`config.mk`:
```
export PLATFORM = sky130hd
export DESIGN_NAME = flash_sample_reader
export DESIGN_NICKNAME = d
export VERILOG_FILES = /design/src/rtl/flash_sample_reader.sv
export SDC_FILE = /design/constraint.sdc
export NUM_CORES = 1
export LEC_CHECK = 0
export ABC_AREA = 1
export BUFFER_PORTS_ARGS = -buffer_cell sky130_fd_sc_hd__buf_2
export CORE_UTILIZATION = 42
export DETAILED_ROUTE_END_ITERATION = 12
export HOLD_SLACK_MARGIN = 0.03
export PLACE_DENSITY_LB_ADDON = 0.08
export SETUP_SLACK_MARGIN = 0.1
export SLEW_MARGIN = 40
export SYNTH_ARGS = -nofsm -noshare
export SYNTH_HDL_FRONTEND = slang
export SYNTH_SLANG_ARGS = --single-unit
```
`constraint.sdc`:
```
create_clock -name clk -period 3.8 [get_ports clk]
set_clock_uncertainty 0.15 [all_clocks]
set_input_delay 0.76 -clock clk [delete_from_list [all_inputs] [get_ports clk]]
set_output_delay 0.76 -clock clk [all_outputs]
set_load 0.02 [all_outputs]
```
`src/rtl/flash_sample_reader.sv`:
```
// Fetches one 32-bit flash word over Avalon-MM and plays its two 16-bit halves, one per sample tick.
// Optional read watchdog: define FLASH_READ_TIMEOUT_EN to build it (limit TIMEOUT_CYCLES).
module flash_sample_reader #(
  parameter int TIMEOUT_CYCLES = 256
) (
  input  logic        clk,
  input  logic        reset_n,
  input  logic [22:0] addr,
  input  logic        pause,
  input  logic        backward,
  input  logic        sample_tick,
  output logic        flash_read,
  output logic [22:0] flash_address,
  output logic [3:0]  flash_byteenable,
  input  logic        flash_waitrequest,
  input  logic [31:0] flash_readdata,
  input  logic        flash_readdatavalid,
  output logic [15:0] sample,
  output logic        sample_valid,
  output logic        word_done,
  output logic        rd_err
);

  typedef enum logic [2:0] {S_IDLE, S_REQ, S_WAIT, S_HOLD0, S_HOLD1} state_t;

  state_t      state;
  logic [31:0] word;
  logic        tick_ok;
  logic        data_in;

  assign flash_byteenable = 4'b1111;
  assign tick_ok = sample_tick & ~pause;
  // Data can arrive on the acceptance edge itself or any later edge in S_WAIT.
  assign data_in = ((state == S_REQ) && !flash_waitrequest && flash_readdatavalid) ||
                   ((state == S_WAIT) && flash_readdatavalid);

`ifdef FLASH_READ_TIMEOUT_EN
  localparam int TW = $clog2(TIMEOUT_CYCLES + 1);
  logic [TW-1:0] tcnt;
  logic          timeout;

  assign timeout = ((state == S_REQ) || (state == S_WAIT)) && !data_in &&
                   (tcnt == TW'(TIMEOUT_CYCLES - 1));

  always_ff @(posedge clk or negedge reset_n) begin
    if (!reset_n) begin
      tcnt   <= '0;
      rd_err <= 1'b0;
    end else begin
      if (((state == S_REQ) || (state == S_WAIT)) && !timeout)
        tcnt <= tcnt + 1'b1;
      else
        tcnt <= '0;
      if (timeout)
        rd_err <= 1'b1;
    end
  end
`else
  // Without the watchdog the flag can never rise; the limit is irrelevant.
  assign rd_err = (TIMEOUT_CYCLES < 0);
`endif

  always_ff @(posedge clk or negedge reset_n) begin
    if (!reset_n) begin
      state         <= S_IDLE;
      flash_read    <= 1'b0;
      flash_address <= '0;
      word          <= '0;
      sample        <= '0;
      sample_valid  <= 1'b0;
      word_done     <= 1'b0;
    end else begin
      sample_valid <= 1'b0;
      word_done    <= 1'b0;
      case (state)
        S_IDLE: begin
          if (!pause) begin
            flash_address <= addr;
            flash_read    <= 1'b1;
            state         <= S_REQ;
          end
        end
        S_REQ: begin
          if (!flash_waitrequest) begin
            flash_read <= 1'b0;
            if (flash_readdatavalid) begin
              word  <= flash_readdata;
              state <= S_HOLD0;
            end else begin
              state <= S_WAIT;
            end
          end
        end
        S_WAIT: begin
          if (flash_readdatavalid) begin
            word  <= flash_readdata;
            state <= S_HOLD0;
          end
        end
        S_HOLD0: begin
          if (tick_ok) begin
            sample       <= backward ? word[31:16] : word[15:0];
            sample_valid <= 1'b1;
            state        <= S_HOLD1;
          end
        end
        S_HOLD1: begin
          if (tick_ok) begin
            sample       <= backward ? word[15:0] : word[31:16];
            sample_valid <= 1'b1;
            word_done    <= 1'b1;
            state        <= S_IDLE;
          end
        end
        default: state <= S_IDLE;
      endcase
`ifdef FLASH_READ_TIMEOUT_EN
      // A dead flash plays silence instead of stalling the player.
      if (timeout) begin
        flash_read <= 1'b0;
        word       <= '0;
        state      <= S_HOLD0;
      end
`endif
    end
  end

endmodule

```
==> results of run 1 <==
==> Yosys cell counts, types with 3 or more instances <==
| master | instances |
|---|---|
| o21ai_1 | 20 |
| inv_1 | 72 |
| nand2_1 | 238 |
| buf_1 | 3 |
| buf_2 | 4 |
| nor2_1 | 6 |
| nand3_1 | 7 |
| buf_6 | 7 |
| o21ai_0 | 48 |
| buf_4 | 9 |
| clkbuf_1 | 4 |
| dfrtp_1 | 77 |
==> per-stage QoR <==
stage	setup slack [ns]	hold slack (ns)	cells	util	power (W)
2_1_floorplan	2.046	0.3144	512	-	0.002442
3_3_place_gp	1.512	0.2991	696	0.4885	0.002750
3_5_place_dp	1.519	0.3048	696	0.4890	0.002793
4_1_cts	1.758	0.3172	711	0.5079	0.003347
5_1_grt	1.515	0.3401	712	0.5090	0.003629
6_report	1.797	0.2722	712	0.5090	0.003302
==> how the worst max path moves through the flow <==
stage                      to  slack (ns)  cells after the start
floorplan           sample[0]        2.05                      7
detailed placement  sample[7]        1.52                      6
finish                word[8]        1.80                      5
global route          word[8]        1.52                      5
CTS                   word[8]        1.76                      5
global placement    sample[2]        1.51                      6
==> sequential cells by signal, summed over array words and instances (netlist names) <==
name           cells
word              32
flash_address     23
sample            16
state              3
flash_read         1
sample_valid       1
word_done          1
==> cells by family after synthesis <==
kind of cell / count (synthesis)
AOI/OAI and AO/OA: 70
buffers and inverters: 104
DFF: 77
other: 2
and+or+nand+nor: 256
==> cell type report <==
class	instances	share of cell area
Clock buffer	10	0.03100
Clock inverter	5	0.006201
Inverter	76	0.06511
Multi-Input combinational cell	331	0.3117
Sequential cell	77	0.4340
Tap cell	108	0.03044
Timing Repair Buffer	105	0.1215
==> power breakdown <==
group	total, W	internal, W	switching, W
clock network	0.000538	0.000247	0.000292
logic	0.00133	0.000472	0.000856
registers	0.00144	0.00118	0.000254
==> metal layers <==
layer  share of wire  track usage  vias up
met2            0.41       0.2768       93
met1            0.52       0.2535     1353
met4           0.017      0.07922        0
li1                -            -     1690
met5               0            0        -
met3           0.052      0.03179       10
==> results.txt, run 1 <==
----------------------------------------------------
[Routing]
  Number of vias in the routed layout ... 3146
  Final ANT Viol Nets ... 0
  Routed via count divided by cell count ... 4.419
  Starting DRC count in detailed routing ... 89
  Final Routed Wirelength ... 7840 um
  Number of detailed-route iterations in the first pass ... 4
  Routed wire per std cell ... 11.01 um
  # DRC ... 0

[Timing]
  Shortest clock period the worst path allows after layout ... 2.003 ns
  Max Freq ... 0.4992 GHz
  Final Slew Violations ... 0
  Final total negative setup slack ... 0 ns
  Number of endpoints with negative hold slack in the final report ... 0
  RSZ-0062 raised after global routing ... no
  Worst Tran Pin Value ... 0.7126 ns
  Setup Viol. Count Final ... 0
  Final period utilization ... 0.5272
  Rel. slew slack ... 0.5249

[Worst setup path]
  Cell count of the worst reg-to-reg path ... 5
  CP Data Arrival Time ... 2.10 ns
  Cell type group with the largest total delay on the critical path ... simple AND/OR/NAND/NOR gates
  Critical path, cell by cell ... nor2_1 -> nand2_1 -> nand2_1 -> nand3_4 -> o21ai_0
  Terminus of the critical flop-to-flop path ... word[8]
  CP Max Fanout ... 64
  Cell with the most instances on the worst path ... nand2_1
  Worst r2r src ... state[0]
  Count of buffer and inverter cells on the critical path ... 0
  Delay of the slowest cell on the worst path ... 0.50 ns
  Critical path launch point ... state[0]
  Reg2reg setup slack ... 1.80 ns
  Start-to-end type of the worst setup path ... register to register
  Crit path launch type ... register
  Critical Path Sink Type ... register
  CP max-delay cell ... dfrtp_1
  CP Data Required Time ... 3.90 ns

[Global route]
  Initial antenna violation count ... 0
  Global-route wire length before repair ... 13810 um
  Overflow left after global routing ... 0
  Via count of the first global-routing pass ... 2953
  Pin count of the biggest net entering global routing ... 78
  Global routing usage summed across all routing layers ... 0.1814

[Final layout]
  Design area ... 4439 sq um
  Area occupied by multi-input gates ... 1384 sq um
  Sequential cell area ... 1927 sq um
  Layout overhead on the synthesized area ... 17.25%
  Number of filler instances in the final layout ... 903
  Fin nets ... 662
  Share of cells above drive strength 1 ... 0.2119
  Commonest cells after routing, fill and taps aside ... nand2_1, buf_2, dfrtp_1, inv_1, o21ai_0
  ANT cells ... 0
  Commonest non-fill, non-tap cell in the layout ... nand2_1

[Clocking]
  Maximum level of the CTS H-tree ... 3
  Post-CTS Hold Buffers ... 0
  Clock latency at the later pin of the worst-skew pair ... 0.34 ns
  # Post-CTS Setup Buffers ... 0
  Clock transition at path regs ... 0.08 ns
  Cell chosen for the clock root ... clkbuf_8
  Clock net sink count ... 77
  Post-CTS Resized ... 0
  TritonCTS clock tree ... built
  Max clock buf depth ... 2
  Number of buffers inserted during clock tree synthesis ... 9

[Floorplanning]
  Total die area ... 9398 sq um
  Initial Util ... 0.4341
  DIE HEIGHT ... 96.95 um
  Die Span X ... 96.95 um
  Core outline area ... 8721 sq um
  Number of primary I/O pins ... 109
  Row count ... 34

[Synth]
  Fraction of synthesized cell area taken by the top area cell type ... 0.5089
  Sequential cell area fraction in the yosys report ... 0.5089
  Adder-cell share of the synthesized area ... 0
  Parity-gate share of the synthesized area counting xor and xnor cells ... 0
  Netlist cell types ... 24
  Largest family of logic cells by synthesized area ... simple AND/OR/NAND/NOR gates
  Post-synthesis cell count ... 509
  Number of flip-flops and latches in the synthesized netlist ... 77
  Number of enable-type register cells in the synthesized netlist ... 0
  Largest cells by area after synthesis ... dfrtp_1, nand2_1, inv_1, o21ai_0, o21ai_1
  Top flip-flop cell by instance count after synthesis ... dfrtp_1
  FFs w/ async S/R, synth ... 1.000
  Average size of a mapped cell ... 7.438 sq um
  Fraction of the mapped netlist area in simple logic gates ... 0.2673
  Multiplexer share of the synthesized area ... 0
  Cell area after synthesis ... 3786 sq um
  Largest area contributor in the synthesized netlist ... dfrtp_1
  Synthesis Warnings ... 0
  Compound-cell area share of the yosys netlist ... 0.09319

[Place]
  Routability Congestion ... 0.7152
  Cell area after placement ... 4264 sq um
  Input/output buffers ... 103
  Detailed-placement wirelength estimate ... 5229 um

[Power]
  Static leakage power ... 2.620 nW
  Cell area power density ... 743.8 nW/um^2
  Max VDD drop ... 0.0002267 V

[Worst hold path]
  Hold crit path type ... input port to async pin

[Run]
  Max cap viols ... 0

[Status]
  Run status ... finished clean

----------------------------------------------------
(Power assumes the default switching activity.)
==> run 2, diff against run 1 <==
clock period = 2 ns   (was 3.8 ns; I/O delays follow)
==> results.txt, run 2 (same netlist as run 1, synthesis figures left out) <==
----------------------------------------------------
[Worst setup path]
  Critical path, cell by cell ... nor4_4 -> buf_4 -> inv_4 -> nand2_1 -> nand2_1
  Cell with the most instances on the worst path ... nand2_1
  Start-to-end type of the worst setup path ... register to register
  CP Max Fanout ... 25
  Crit path launch type ... register
  Cell type group with the largest total delay on the critical path ... flip-flops
  Terminus of the critical flop-to-flop path ... flash_address[13]
  CP max-delay cell ... dfrtp_1
  Delay of the slowest cell on the worst path ... 0.50 ns
  Critical Path Sink Type ... register
  Count of buffer and inverter cells on the critical path ... 2
  Cell count of the worst reg-to-reg path ... 5
  CP Data Required Time ... 2.08 ns
  CP Data Arrival Time ... 1.74 ns
  Reg2reg setup slack ... 0.34 ns
  Worst r2r src ... state[0]

[Power]
  Reported net switching power ... 0.002702 W
  Static leakage power ... 2.669 nW
  Part of the power in the clock network ... 0.183
  Max VDD drop ... 0.0005190 V
  Part of the total power dissipated in combinational logic ... 0.396
  Switching part of the total ... 0.4164
  Sequential fraction of design power ... 0.421
  Internal Dissipation ... 0.003786 W
  Cell area power density ... 1428 nW/um^2

[Final layout]
  Commonest cells after routing, fill and taps aside ... nand2_1, buf_2, dfrtp_1, inv_1, o21ai_0
  Registers with the most flip-flops ... word: 32 flops, flash_address: 23 flops, sample: 16 flops
  Number of flip-flops in the largest register ... 32
  Area occupied by multi-input gates ... 1384 sq um
  Top reg by flops ... word
  Fraction of the core area covered by cells at the end of the flow ... 0.5211
  Fin nets ... 667
  Number of filler instances in the final layout ... 873
  Layout overhead on the synthesized area ... 20.03%
  Share of cells above drive strength 1 ... 0.2180
  ANT cells ... 0
  Sequential cell area ... 1927 sq um
  Commonest non-fill, non-tap cell in the layout ... nand2_1

[Timing]
  Final total negative setup slack ... 0 ns
  Final period utilization ... 0.8285
  Max Freq ... 0.6035 GHz
  Final Slew Violations ... 0
  Setup Viol. Count Final ... 0
  RSZ-0062 raised after global routing ... no
  Number of endpoints with negative hold slack in the final report ... 0
  Worst-case setup margin in the final layout ... 0.3431 ns
  Shortest clock period the worst path allows after layout ... 1.657 ns

[Status]
  Run status ... finished clean

[Global route]
  Initial antenna violation count ... 0
  Overflow left after global routing ... 0
  Global routing usage summed across all routing layers ... 0.1735
  Pin count of the biggest net entering global routing ... 65
  Via count of the first global-routing pass ... 2856
  Global-route wire length before repair ... 13240 um

[Routing]
  Final Routed Wirelength ... 7763 um
  Number of detailed-route iterations in the first pass ... 4
  Routed wire per std cell ... 10.81 um
  # DRC ... 0
  Final ANT Viol Nets ... 0
  Routed via count divided by cell count ... 4.453
  Number of vias in the routed layout ... 3197
  Starting DRC count in detailed routing ... 104

[Clocking]
  Post-CTS Resized ... 0
  # Post-CTS Setup Buffers ... 0
  Clock transition at path regs ... 0.08 ns
  Clock latency at the later pin of the worst-skew pair ... 0.34 ns
  Cell chosen for the clock root ... clkbuf_8
  Clock net sink count ... 77
  TritonCTS clock tree ... built
  Max clock buf depth ... 2
  Maximum level of the CTS H-tree ... 3
  Number of buffers inserted during clock tree synthesis ... 9

[Floorplanning]
  Row count ... 34
  Total die area ... 9398 sq um
  Initial Util ... 0.4341
  Die Span X ... 96.95 um
  Core outline area ... 8721 sq um
  DIE HEIGHT ... 96.95 um
  Number of primary I/O pins ... 109

[Run]
  Max cap viols ... 0

[Worst hold path]
  End point of the worst hold path ... flash_address[0]
  Hold path cells ... 3
  Source of the worst hold timing path ... addr[0]
  Hold crit path type ... input port to register

[Place]
  Post-placement setup slack ... 0.3466 ns
  Routability Congestion ... 0.7452
  Detailed-placement wirelength estimate ... 5439 um
  Input/output buffers ... 103

----------------------------------------------------
-- run 2: cell types whose count changed in the layout (fill, tap and decap cells not counted), sizes merged --
cell         previous run  this run
clkinv                  5         4
buf                   105       109
bufinv                  0         1
inv                    75        76
dlygate4sd3             0         1
-- run 2: worst max path at each step --
stage                     startpoint                 to  slack (ns)  cells past startpoint
final                       state[0]  flash_address[13]        0.34                      5
after global routing        state[0]  flash_address[10]        0.19                      5
after CTS                   state[0]  flash_address[13]        0.33                      5
after detailed placement    state[0]  flash_address[13]        0.35                      5
after global placement         pause          sample[9]        0.39                      6
after floorplan             state[0]   flash_address[0]        0.47                      6
-- run 2: through the flow --
stage               area [sq um]  hold slack, ns  instances  total power (W)
finish                      4544         0.09907        718         0.006488
detailed placement          4335          0.2141        701         0.005363
global route                4544          0.1010        718         0.007066
global placement            4335          0.2135        701         0.005279
CTS                         4544         0.08512        718         0.006576
floorplan                   3797        -0.04559        512         0.004639
-- run 2: routing by layer --
metal / share of wire / GRT usage / routed length (um) / vias to the layer above
li1: - / - / - / 1712
met1: 0.50 / 0.2445 / 3911 / 1380
met2: 0.43 / 0.2649 / 3308 / 94
met3: 0.055 / 0.03179 / 427 / 11
met4: 0.015 / 0.06889 / 116 / 0
met5: 0 / 0 / 0 / -
-- run 2: cell type report --
type,count,area share
clock inverters,6,0.01349
clock buffers,10,0.03029
repair buffers,110,0.1344
well taps,108,0.02974
inverters,76,0.06360
multi-input cells,331,0.3045
flip-flops and latches,77,0.4240
-- run 2: tightest hold or removal path, delay by kind of cell --
| family | cells | cell delay, ns |
|---|---|---|
| buffers and inverters | 1 | 0.07 |
| and+or+nand+nor | 2 | 0.09 |
-- run 2: what timing repair did --
item | CTS | global route
hold buffers | 1 | 0
endpoints found under the hold margin | 30 | 0
setup endpoints to repair | 0 | 0
-- run 2: power groups by stage --
stage	Sequential [W]	Clock, W	Combinational (W)
after global routing	0.00283	0.00129	0.00295
after detailed placement	0.00276	0	0.00260
after floorplan	0.00306	0	0.00158
after global placement	0.00274	0	0.00254
final	0.00273	0.00119	0.00257
after CTS	0.00273	0.00123	0.00261
